File: config.mk
export PLATFORM = sky130hd
export DESIGN_NAME = itch_feed_arbiter
export DESIGN_NICKNAME = d
export VERILOG_FILES = /design/src/rtl/itch_pkg.sv /design/src/rtl/itch_rr_pick.sv /design/src/rtl/itch_feed_arbiter.sv
export SDC_FILE = /design/constraint.sdc
export NUM_CORES = 1
export LEC_CHECK = 0
export CORE_ASPECT_RATIO = 1.75
export CORE_UTILIZATION = 48
export CTS_BUF_LIST = sky130_fd_sc_hd__clkbuf_16
export CTS_CLUSTER_DIAMETER = 30
export DETAILED_ROUTE_END_ITERATION = 12
export GPL_ROUTABILITY_DRIVEN = 0
export GPL_TIMING_DRIVEN = 0
export PLACE_DENSITY = 0.81
export SYNTH_ARGS = -nofsm -noshare
export SYNTH_HDL_FRONTEND = slang
export SYNTH_SLANG_ARGS = --single-unit
File: constraint.sdc
create_clock -name clk -period 2.72 [get_ports clk]
set_input_delay 0.544 -clock clk [delete_from_list [all_inputs] [get_ports clk]]
set_output_delay 0.544 -clock clk [all_outputs]
set_load 0.02 [all_outputs]
File: src/rtl/itch_pkg.sv
// ---------------------------------------------------------------------------
// itch_pkg
// Shared definitions for the ITCH feed arbiter slice.
//   arb_state_t      : arbiter lock state (IDLE, FWD, DRAIN)
//   N_SRC_DEFAULT    : default number of upstream feed sources
//   MAX_GAP_DEFAULT  : default idle-cycle tolerance inside a message
// ---------------------------------------------------------------------------
package itch_pkg;

    typedef enum logic [1:0] {
        IDLE  = 2'd0,
        FWD   = 2'd1,
        DRAIN = 2'd2
    } arb_state_t;

    localparam int N_SRC_DEFAULT   = 4;
    localparam int MAX_GAP_DEFAULT = 16;

endpackage

File: src/rtl/itch_rr_pick.sv
// ---------------------------------------------------------------------------
// itch_rr_pick
// Combinational round-robin picker: returns the first requesting index at or
// after ptr, wrapping modulo N_SRC.
//   req         in  N_SRC  request vector
//   ptr         in  SRC_W  starting search position
//   grant       out SRC_W  winning index (0 when nothing requests)
//   grant_valid out 1      at least one request present
// ---------------------------------------------------------------------------
module itch_rr_pick
    import itch_pkg::*;
#(
    parameter int N_SRC = N_SRC_DEFAULT,
    localparam int SRC_W = $clog2(N_SRC)
)(
    input  logic [N_SRC-1:0] req,
    input  logic [SRC_W-1:0] ptr,
    output logic [SRC_W-1:0] grant,
    output logic             grant_valid
);

    logic [SRC_W-1:0] idx_s;

    // Rotating priority scan; the first hit from ptr onward is kept.
    always_comb begin
        grant       = {SRC_W{1'b0}};
        grant_valid = 1'b0;
        idx_s       = {SRC_W{1'b0}};
        for (int k = 0; k < N_SRC; k++) begin
            idx_s = SRC_W'((int'(ptr) + k) % N_SRC);
            if (req[idx_s] && !grant_valid) begin
                grant       = idx_s;
                grant_valid = 1'b1;
            end else begin
                grant_valid = grant_valid;
            end
        end
    end

endmodule

File: src/rtl/itch_feed_arbiter.sv
// ---------------------------------------------------------------------------
// itch_feed_arbiter
// Shares one ITCH byte-stream parser among N_SRC feed sources. Grants are
// message-atomic and round-robin; stalled or malformed messages are aborted
// and their remainder drained so the parser never sees interleaved bytes.
//   clk, rst         clock, synchronous active-high reset
//   src_valid/start/end/data  per-source byte stream (data byte i = [8i+7:8i])
//   src_ready        per-source accept (combinational from registered state)
//   start_msg/end_msg/message/valid  registered parser stream (1-cycle latency)
//   busy             a message is locked (FWD or DRAIN)
//   cur_src          currently / last granted source
//   abort, abort_src one-cycle abort pulse and source of the last abort
// ---------------------------------------------------------------------------
module itch_feed_arbiter
    import itch_pkg::*;
#(
    parameter int N_SRC   = N_SRC_DEFAULT,
    parameter int MAX_GAP = MAX_GAP_DEFAULT,
    localparam int SRC_W  = $clog2(N_SRC)
)(
    input  logic               clk,
    input  logic               rst,
    input  logic [N_SRC-1:0]   src_valid,
    input  logic [N_SRC-1:0]   src_start,
    input  logic [N_SRC-1:0]   src_end,
    input  logic [8*N_SRC-1:0] src_data,
    output logic [N_SRC-1:0]   src_ready,
    output logic               start_msg,
    output logic               end_msg,
    output logic [7:0]         message,
    output logic               valid,
    output logic               busy,
    output logic [SRC_W-1:0]   cur_src,
    output logic               abort,
    output logic [SRC_W-1:0]   abort_src
);

    localparam int GAP_W = $clog2(MAX_GAP + 1);
    localparam logic [GAP_W-1:0] GAP_LIMIT = GAP_W'(MAX_GAP);
    localparam logic [SRC_W-1:0] LAST_SRC  = SRC_W'(N_SRC - 1);
    localparam logic [N_SRC-1:0] SEL0      = N_SRC'(1);

    // Round-robin successor with wrap for non-power-of-two source counts.
    function automatic logic [SRC_W-1:0] next_ptr(input logic [SRC_W-1:0] p);
        if (p == LAST_SRC) begin
            next_ptr = {SRC_W{1'b0}};
        end else begin
            next_ptr = p + SRC_W'(1);
        end
    endfunction

    arb_state_t        state_r, state_n;
    logic [SRC_W-1:0]  g_r, g_n;
    logic [SRC_W-1:0]  rr_ptr_r, rr_ptr_n;
    logic [GAP_W-1:0]  gap_cnt_r, gap_cnt_n, gap_inc_s;
    logic              valid_r, start_msg_r, end_msg_r, busy_r, abort_r;
    logic [7:0]        message_r;
    logic [SRC_W-1:0]  abort_src_r;

    logic [N_SRC-1:0]  src_ready_s;
    logic              fwd_s, fwd_start_s, fwd_end_s, abort_s;
    logic [7:0]        fwd_data_s;
    logic [SRC_W-1:0]  pick_idx_s;
    logic              pick_valid_s;
    logic              sel_valid_s, sel_start_s, sel_end_s;
    logic [7:0]        sel_data_s, pick_data_s;

    itch_rr_pick #(.N_SRC(N_SRC)) u_pick (
        .req         (src_valid & src_start),
        .ptr         (rr_ptr_r),
        .grant       (pick_idx_s),
        .grant_valid (pick_valid_s)
    );

    // Locked-source and candidate byte views.
    always_comb begin
        sel_valid_s = src_valid[g_r];
        sel_start_s = src_start[g_r];
        sel_end_s   = src_end[g_r];
        sel_data_s  = src_data[{g_r, 3'b000} +: 8];
        pick_data_s = src_data[{pick_idx_s, 3'b000} +: 8];
        gap_inc_s   = (gap_cnt_r >= GAP_LIMIT) ? GAP_LIMIT : gap_cnt_r + GAP_W'(1);
    end

    // Next-state, handshake and forwarding decisions.
    always_comb begin
        state_n     = state_r;
        g_n         = g_r;
        rr_ptr_n    = rr_ptr_r;
        gap_cnt_n   = gap_cnt_r;
        src_ready_s = {N_SRC{1'b0}};
        fwd_s       = 1'b0;
        fwd_start_s = 1'b0;
        fwd_end_s   = 1'b0;
        fwd_data_s  = 8'd0;
        abort_s     = 1'b0;
        case (state_r)
            IDLE: begin
                // Stray mid-message bytes are swallowed; losing starts wait.
                src_ready_s = src_valid & ~src_start;
                if (pick_valid_s) begin
                    src_ready_s[pick_idx_s] = 1'b1;
                    fwd_s       = 1'b1;
                    fwd_start_s = 1'b1;
                    fwd_end_s   = src_end[pick_idx_s];
                    fwd_data_s  = pick_data_s;
                    g_n         = pick_idx_s;
                    if (src_end[pick_idx_s]) begin
                        rr_ptr_n = next_ptr(pick_idx_s);
                    end else begin
                        state_n   = FWD;
                        gap_cnt_n = {GAP_W{1'b0}};
                    end
                end else begin
                    state_n = IDLE;
                end
            end
            FWD: begin
                src_ready_s = SEL0 << g_r;
                if (sel_valid_s) begin
                    // A start inside a message means the previous end was lost.
                    abort_s     = sel_start_s;
                    fwd_s       = 1'b1;
                    fwd_start_s = sel_start_s;
                    fwd_end_s   = sel_end_s;
                    fwd_data_s  = sel_data_s;
                    gap_cnt_n   = {GAP_W{1'b0}};
                    if (sel_end_s) begin
                        state_n  = IDLE;
                        rr_ptr_n = next_ptr(g_r);
                    end else begin
                        state_n = FWD;
                    end
                end else begin
                    gap_cnt_n = gap_inc_s;
                    if (gap_inc_s == GAP_LIMIT) begin
                        abort_s = 1'b1;
                        state_n = DRAIN;
                    end else begin
                        state_n = FWD;
                    end
                end
            end
            DRAIN: begin
                src_ready_s = SEL0 << g_r;
                if (sel_valid_s && sel_start_s) begin
                    // Re-lock on a fresh message from the same source.
                    fwd_s       = 1'b1;
                    fwd_start_s = 1'b1;
                    fwd_end_s   = sel_end_s;
                    fwd_data_s  = sel_data_s;
                    gap_cnt_n   = {GAP_W{1'b0}};
                    if (sel_end_s) begin
                        state_n  = IDLE;
                        rr_ptr_n = next_ptr(g_r);
                    end else begin
                        state_n = FWD;
                    end
                end else if (sel_valid_s && sel_end_s) begin
                    state_n  = IDLE;
                    rr_ptr_n = next_ptr(g_r);
                end else begin
                    state_n = DRAIN;
                end
            end
            default: begin
                state_n = IDLE;
            end
        endcase
    end

    // State and registered parser-side outputs.
    always_ff @(posedge clk) begin
        if (rst) begin
            state_r     <= IDLE;
            g_r         <= {SRC_W{1'b0}};
            rr_ptr_r    <= {SRC_W{1'b0}};
            gap_cnt_r   <= {GAP_W{1'b0}};
            valid_r     <= 1'b0;
            start_msg_r <= 1'b0;
            end_msg_r   <= 1'b0;
            message_r   <= 8'd0;
            busy_r      <= 1'b0;
            abort_r     <= 1'b0;
            abort_src_r <= {SRC_W{1'b0}};
        end else begin
            state_r     <= state_n;
            g_r         <= g_n;
            rr_ptr_r    <= rr_ptr_n;
            gap_cnt_r   <= gap_cnt_n;
            valid_r     <= fwd_s;
            start_msg_r <= fwd_s & fwd_start_s;
            end_msg_r   <= fwd_s & fwd_end_s;
            message_r   <= fwd_s ? fwd_data_s : 8'd0;
            busy_r      <= (state_n != IDLE);
            abort_r     <= abort_s;
            abort_src_r <= abort_s ? g_r : abort_src_r;
        end
    end

    assign src_ready = src_ready_s;
    assign start_msg = start_msg_r;
    assign end_msg   = end_msg_r;
    assign message   = message_r;
    assign valid     = valid_r;
    assign busy      = busy_r;
    assign cur_src   = g_r;
    assign abort     = abort_r;
    assign abort_src = abort_src_r;

endmodule

After elaboration in Yosys (flattened, before gate mapping)
Cells that the tools add are included.
{ "word_totals": {"regBits": 26, "input_bits": 46, "word_cells": 131, "output_inout_bits": 21} }
{ "classes": {"n_mux": 68, "bitwise_logic": 7, "n_addsub": 6, "n_reduce_logical": 17, "shift": 3, "order_cmp": 8, "eq_ne": 11} }
{ "op_table": {"columns": ["cell", "n"], "rows": [
  ["indexed part select 32 x 6 -> 8 bit", 2],
  ["two-way mux 2 bit", 18],
  ["two-way mux 5 bit", 5],
  ["two-way mux 1 bit", 24],
  ["two-way mux 8 bit", 3],
  ["case mux 8 bit (3 select lines)", 1],
  ["less-than comparator 2 x 3 -> 1 bit, second input constant", 6],
  ["binary-select mux 1 bit (select 2 bit)", 8],
  ["case mux 5 bit (3 select lines)", 1],
  ["case mux 2 bit (3 select lines)", 2],
  ["!= test 2 bit, second input constant", 5],
  ["case mux 1 bit (3 select lines)", 3],
  ["AND 4 bit", 2],
  ["case mux 4 bit (2 select lines)", 1],
  ["adder 2 x 1 -> 2 bit, second input constant", 3],
  ["equality test 2 bit, second input constant", 3],
  ["logical AND 1 bit", 6],
  ["adder 5 x 1 -> 5 bit, second input constant", 1],
  ["equality test 5 bit, second input constant", 1],
  [">= comparator 5 bit, second input constant", 1],
  ["AND reduction 5 bit", 1],
  ["adder 2 bit, second input constant", 2],
  ["two-way mux 4 bit", 1],
  ["inverter 4 bit", 1],
  ["other kinds (15)", 19]
]} }

Longest topological paths before layout
Gate-level depths: netlist of the first run.
{ "logic_depth": {"depth_word": 20, "mapped_depth": 10, "mapped_depth_nobuf": 8} }

Cells and area by module
A second synthesis of the first run with hierarchy kept.
{ "hier_totals": {"cells_unflattened": 216, "hier_area_um2": 2073.2} }
{ "modules_own_cells": {"columns": ["mod", "seq_area_each_um2", "area_each_um2", "cells_per_inst", "instances"], "rows": [
  ["itch_feed_arbiter", 520.5, 1999.4, 204, 1],
  ["itch_rr_pick", 0.0, 73.8, 12, 1]
]} }

Least setup slack after synthesis of the first run
No wires, ideal clock.
{ "synth_timing": {"path_kind": "input port to output port", "startpoint": "in src_start[0]", "endpoint": "out src_ready[2]", "cell_stages": 9, "required_ps": 2176, "t_arrival_ps": 2108, "path_buffers": 2, "path_slack_ps": 68, "path_cell_list": "nand3b_1 -> or2b_2 -> o22ai_1 -> buf_4 -> buf_4 -> inv_1 -> ha_1 -> a221oi_1 -> nor2_1"} }
{ "synth_via": {"elab_chain_cells": 20, "word_cells_on_any_way": 31, "cone_classes": "order compare: 2; mux: 20; bitwise: 2; reduce/logical: 7"} }
{ "synth_rtl": {"columns": ["item", "line", "text"], "rows": [
  ["start: declaration", "itch_feed_arbiter.sv:24", "input logic [N_SRC-1:0] src_start,"],
  ["AND 4 bit (*)", "itch_feed_arbiter.sv:69", ".req (src_valid & src_start),"],
  ["binary-select mux 1 bit (select 2 bit)", "itch_rr_pick.sv:31", "if (req[idx_s] && !grant_valid) begin"],
  ["two-way mux 1 bit (not written as such)", "itch_rr_pick.sv:31", null],
  ["two-way mux 1 bit", "itch_rr_pick.sv:31", null],
  ["logical NOT 1 bit", "itch_rr_pick.sv:31", null],
  ["logical AND 1 bit", "itch_rr_pick.sv:31", null],
  ["two-way mux 1 bit", "itch_rr_pick.sv:31", null],
  ["logical NOT 1 bit", "itch_rr_pick.sv:31", null],
  ["[... 5 more ...]", null, null],
  ["via pick_idx_s[0]", "itch_feed_arbiter.sv:63", "logic [SRC_W-1:0] pick_idx_s;"],
  ["less-than comparator 2 x 3 -> 1 bit (not written as such) or >= comparator 2 x 1 -> 1 bit (tied branches)", "itch_feed_arbiter.sv:102", "src_ready_s[pick_idx_s] = 1'b1;"],
  ["logical AND 1 bit (not written as such)", "itch_feed_arbiter.sv:102", null],
  ["two-way mux 1 bit (not written as such)", "itch_feed_arbiter.sv:102", null],
  ["demux 1 bit (select 2 bit) (*)", "itch_feed_arbiter.sv:102", null],
  ["bitwise OR 4 bit (no source line) (*)", null, null],
  ["two-way mux 4 bit (*)", "itch_feed_arbiter.sv:101", "if (pick_valid_s) begin"],
  ["case mux 4 bit (2 select lines) (*)", "itch_feed_arbiter.sv:97", "case (state_r)"],
  ["end: declaration", "itch_feed_arbiter.sv:27", "output logic [N_SRC-1:0] src_ready,"]
]} }
The timed path passes the listed nets; every way through them passes the cells marked *. The select of a mux whose other input is x is not followed.

Worst setup path after layout of the first run
{ "layout_timing": {"startpoint": "in src_valid[1]", "endpoint": "out src_ready[0]"} }
{ "layout_via": {"elab_chain_cells": 20, "word_cells_on_any_way": 31, "cone_classes": "order compare: 2; mux: 20; bitwise: 2; reduce/logical: 7"} }
{ "layout_rtl": {"columns": ["item", "line", "text"], "rows": [
  ["start: declaration", "itch_feed_arbiter.sv:23", "input logic [N_SRC-1:0] src_valid,"],
  ["AND 4 bit (*)", "itch_feed_arbiter.sv:69", null],
  ["binary-select mux 1 bit (select 2 bit)", "itch_rr_pick.sv:31", null],
  ["two-way mux 1 bit (not written as such)", "itch_rr_pick.sv:31", null],
  ["two-way mux 1 bit", "itch_rr_pick.sv:31", null],
  ["logical NOT 1 bit", "itch_rr_pick.sv:31", null],
  ["logical AND 1 bit", "itch_rr_pick.sv:31", null],
  ["two-way mux 1 bit", "itch_rr_pick.sv:31", null],
  ["logical NOT 1 bit", "itch_rr_pick.sv:31", null],
  ["[... 4 more ...]", null, null],
  ["two-way mux 2 bit", "itch_rr_pick.sv:31", null],
  ["less-than comparator 2 x 3 -> 1 bit (not written as such) or >= comparator 2 x 1 -> 1 bit (tied branches)", "itch_feed_arbiter.sv:102", null],
  ["logical AND 1 bit (not written as such)", "itch_feed_arbiter.sv:102", null],
  ["two-way mux 1 bit (not written as such)", "itch_feed_arbiter.sv:102", null],
  ["demux 1 bit (select 2 bit)", "itch_feed_arbiter.sv:102", null],
  ["bitwise OR 4 bit (no source line)", null, null],
  ["two-way mux 4 bit (*)", "itch_feed_arbiter.sv:101", null],
  ["case mux 4 bit (2 select lines) (*)", "itch_feed_arbiter.sv:97", null]
]} }
Every way passes the cells marked *; elsewhere a longest branch is shown, timed or not. The select of a mux whose other input is x is not followed.

==> results of run 1 <==
[layout by cell type (no fill, tap or decap), drive strengths merged, types with 4 or more instances in the layout]
cell type      count
nor3               4
and2               6
mux4              10
buf               35
clkbuf            12
nor2              22
a21oi             16
clkdlybuf4s50     54
o21ai              4
mux2i             24
inv               11
a211oi             4
dfxtp             26
o211ai             4
ha                14
nand3             20
nand2             33
[timing repair]
item | in CTS | in global routing
setup endpoints to repair | 5 | 4
resized for setup | 79 | 4
gates cloned | 1 | 0
hold buffers | 0 | 0
pin swaps | 12 | 8
setup buffers | 13 | 4
[sequential cells by signal, indices dropped and copies added, names as in the netlist]
signal	flops
message	8
gap_cnt_r	5
abort_src	2
cur_src	2
rr_ptr_r	2
state_r	2
abort	1
busy	1
end_msg	1
start_msg	1
valid	1
[where the power goes]
group          switching [mW]  leakage [nW]  total, mW  internal (mW)
logic                   0.641          1.06       1.22          0.575
clock network           0.130        0.0370      0.325          0.195
registers              0.0288         0.214      0.471          0.442
[cell type report]
type / count / area [um2] / share of cell area
timing repair buffer: 84 / 743 / 0.228
clock buffer: 3 / 75.1 / 0.0230
buffer: 14 / 106 / 0.0326
multi-input combinational: 210 / 1690 / 0.519
inverter: 12 / 57.6 / 0.0176
tap: 51 / 63.8 / 0.0196
sequential: 26 / 524 / 0.161
[logic make-up after synthesis]
family / after synthesis / synth area share
multiplexers: 35 / 0.211
flip-flops: 26 / 0.231
adder cells (fa/ha/maj): 14 / 0.0776
XOR/XNOR: 1 / 0.00388
buffers and inverters: 29 / 0.0654
AO/OA/AOI/OAI: 58 / 0.191
AND/OR/NAND/NOR: 102 / 0.221
[worst max-delay path, delay by kind of cell]
family                   cells  cell delay, ns
AO/OA/AOI/OAI                2            0.50
adder cells (fa/ha/maj)      1            0.18
buffers and inverters        3            0.35
AND/OR/NAND/NOR              3            0.51
[worst min-delay path by stage]
stage                       startpoint            to  depth (start not counted)
after floorplan           gap_cnt_r[1]  gap_cnt_r[1]                          2
after global placement    abort_src[1]  abort_src[1]                          2
after detailed placement  abort_src[0]  abort_src[0]                          2
after CTS                 gap_cnt_r[1]  gap_cnt_r[1]                          2
final                     abort_src[0]  abort_src[0]                          2
after global routing        state_r[1]    state_r[1]                          2
[routing by layer]
layer | vias to the layer above | share of wire
met2 | 103 | 0.54
met1 | 1159 | 0.39
met3 | 22 | 0.037
met4 | 0 | 0.040
met5 | - | 0
li1 | 1148 | -
==> flow_metrics.tcl, run 1 <==
set metrics [dict create \
    synth_top_area_cell "dfxtp_1" \
    fmax_mhz 379 \
    syn_nets 325 \
    ys_seq_elements 26 \
    status "completed" \
    synth_edf_count 0 \
    drive_above_1_share 0.238 \
    reg2reg_to "gap_cnt_r[4]" \
    grt_pass1_vias 2388 \
    core-area_um2 4440 \
    clock-sinks 26 \
    fin_crit_sh 0.969 \
    grt_pass1_wl_um 11300 \
    maxCapViolCount 0 \
    p_per_area_nw_per_um2 617 \
    cts_tree "yes" \
    fillers 318 \
    crit_type "in -> out" \
    vias_per_cell 6.08 \
    power_leakage_nw 1.31 \
    wire_per_inst_um 17.8 \
    crit_path_end "src_ready[0]" \
    drc 0 \
    io_pins 67 \
    clock_path_buffers 2 \
    grt_setup_unrepaired "no" \
    clk_pin_slew_ns 0.06 \
    fin_cells 400 \
    power_mw 2.01 \
    drtPass1Iterations 4 \
    synth_area_leaders "dfxtp_1 (23%), mux2i_1 (11%), mux4_2 (10%)" \
    use_met2 0.511 \
    fin_area_um2 3260 \
    num_vias 2432 \
    crit_start "src_valid[1]" \
    end_kind "output pin" \
    placed_area_um2 2980 \
    grt_use_met1 0.365 \
    drt_iter0_drc 96 \
    synthDistinctLibCells 56 \
    top_usage_layer "met2" \
    h-tree-depth 1 \
    area_growth_pct 44.5 \
    max_stage_delay_ns 0.27 \
    syn_inst 265 \
    use_met3 0.0312 \
    antenna_found_initial 0 \
    synthArstFlopShare 0 \
    synth_common_cells "nand2_1 (32), dfxtp_1 (26), mux2i_1 (24)" \
    fin_tns_setup_ns 0 \
    synth_top_area_frac 0.231 \
    routed_wl_um 7110 \
    setup_viol 0 \
    clockRootBuffer "clkbuf_16" \
    cpMostUsedCell "and2_4" \
    ys_seq_area_frac 0.231 \
    fin_skew_ns 0.00360 \
    cp.required_ns 2.18 \
    grt.total_usage 0.304 \
    synth_ff_type "dfxtp_1" \
    hold_ws_ns 0.515 \
    cp-start-kind "input pin" \
    worst_pin_slew_ns 0.729 \
    holdCritPathClass "reg -> reg" \
    finalMaxSlewViolations 0 \
    overflow 0 \
    die-area_um2 4990 \
    place_ws_ns -1.27 \
    portBuffers 66 \
    ys_warn_count 0 \
    final_util 0.734 \
    ant_nets 0 \
    row_count 32 \
    start_util 0.508 \
    yosys.cell_count.top_type "nand2_1" \
    syn_area_um2 2260 \
    r2r_start "rr_ptr_r[0]" \
    fin_ws_ns 0.0831 \
    layout_min_cycle_time_ns 2.64 \
    die-width_um 53.8 \
    grt_max_degree 17 \
    regToRegSetupSlack_ns 0.35 \
    dpl.hpwl_um 5100 \
    cp_slowest_cell "o311ai_4" \
    cts_buffers 3 \
    ff2ff_path_depth 9 \
    path_cells "buf_4 -> and2_4 -> o311ai_4 -> and2_4 -> clkinv_8 -> ha_1 -> a221oi_2 -> nor2_1 -> buf_2" \
    finalNetCount 411 \
    syn_area_per_cell_um2 8.52 \
    arrival_ns 2.09 \
    clk_latency_ns 0.26 \
    dp_cells 382 \
    die_h_um 92.7 \
    critPathMaxFanout 5 \
    max_slew_margin 0.514 \
    hold_viol 0 \
    antennaDiodeCount 0 \
    peakVddDrop_mv 0.672 \
]
No activity file was read; power rests on OpenSTA's default activity.
==> inputs of run 2 (changes only) <==
- GPL_ROUTABILITY_DRIVEN: 0 -> unset
==> results of run 2 <==
Final layout, timing and power as in run 1 (identical DEF).
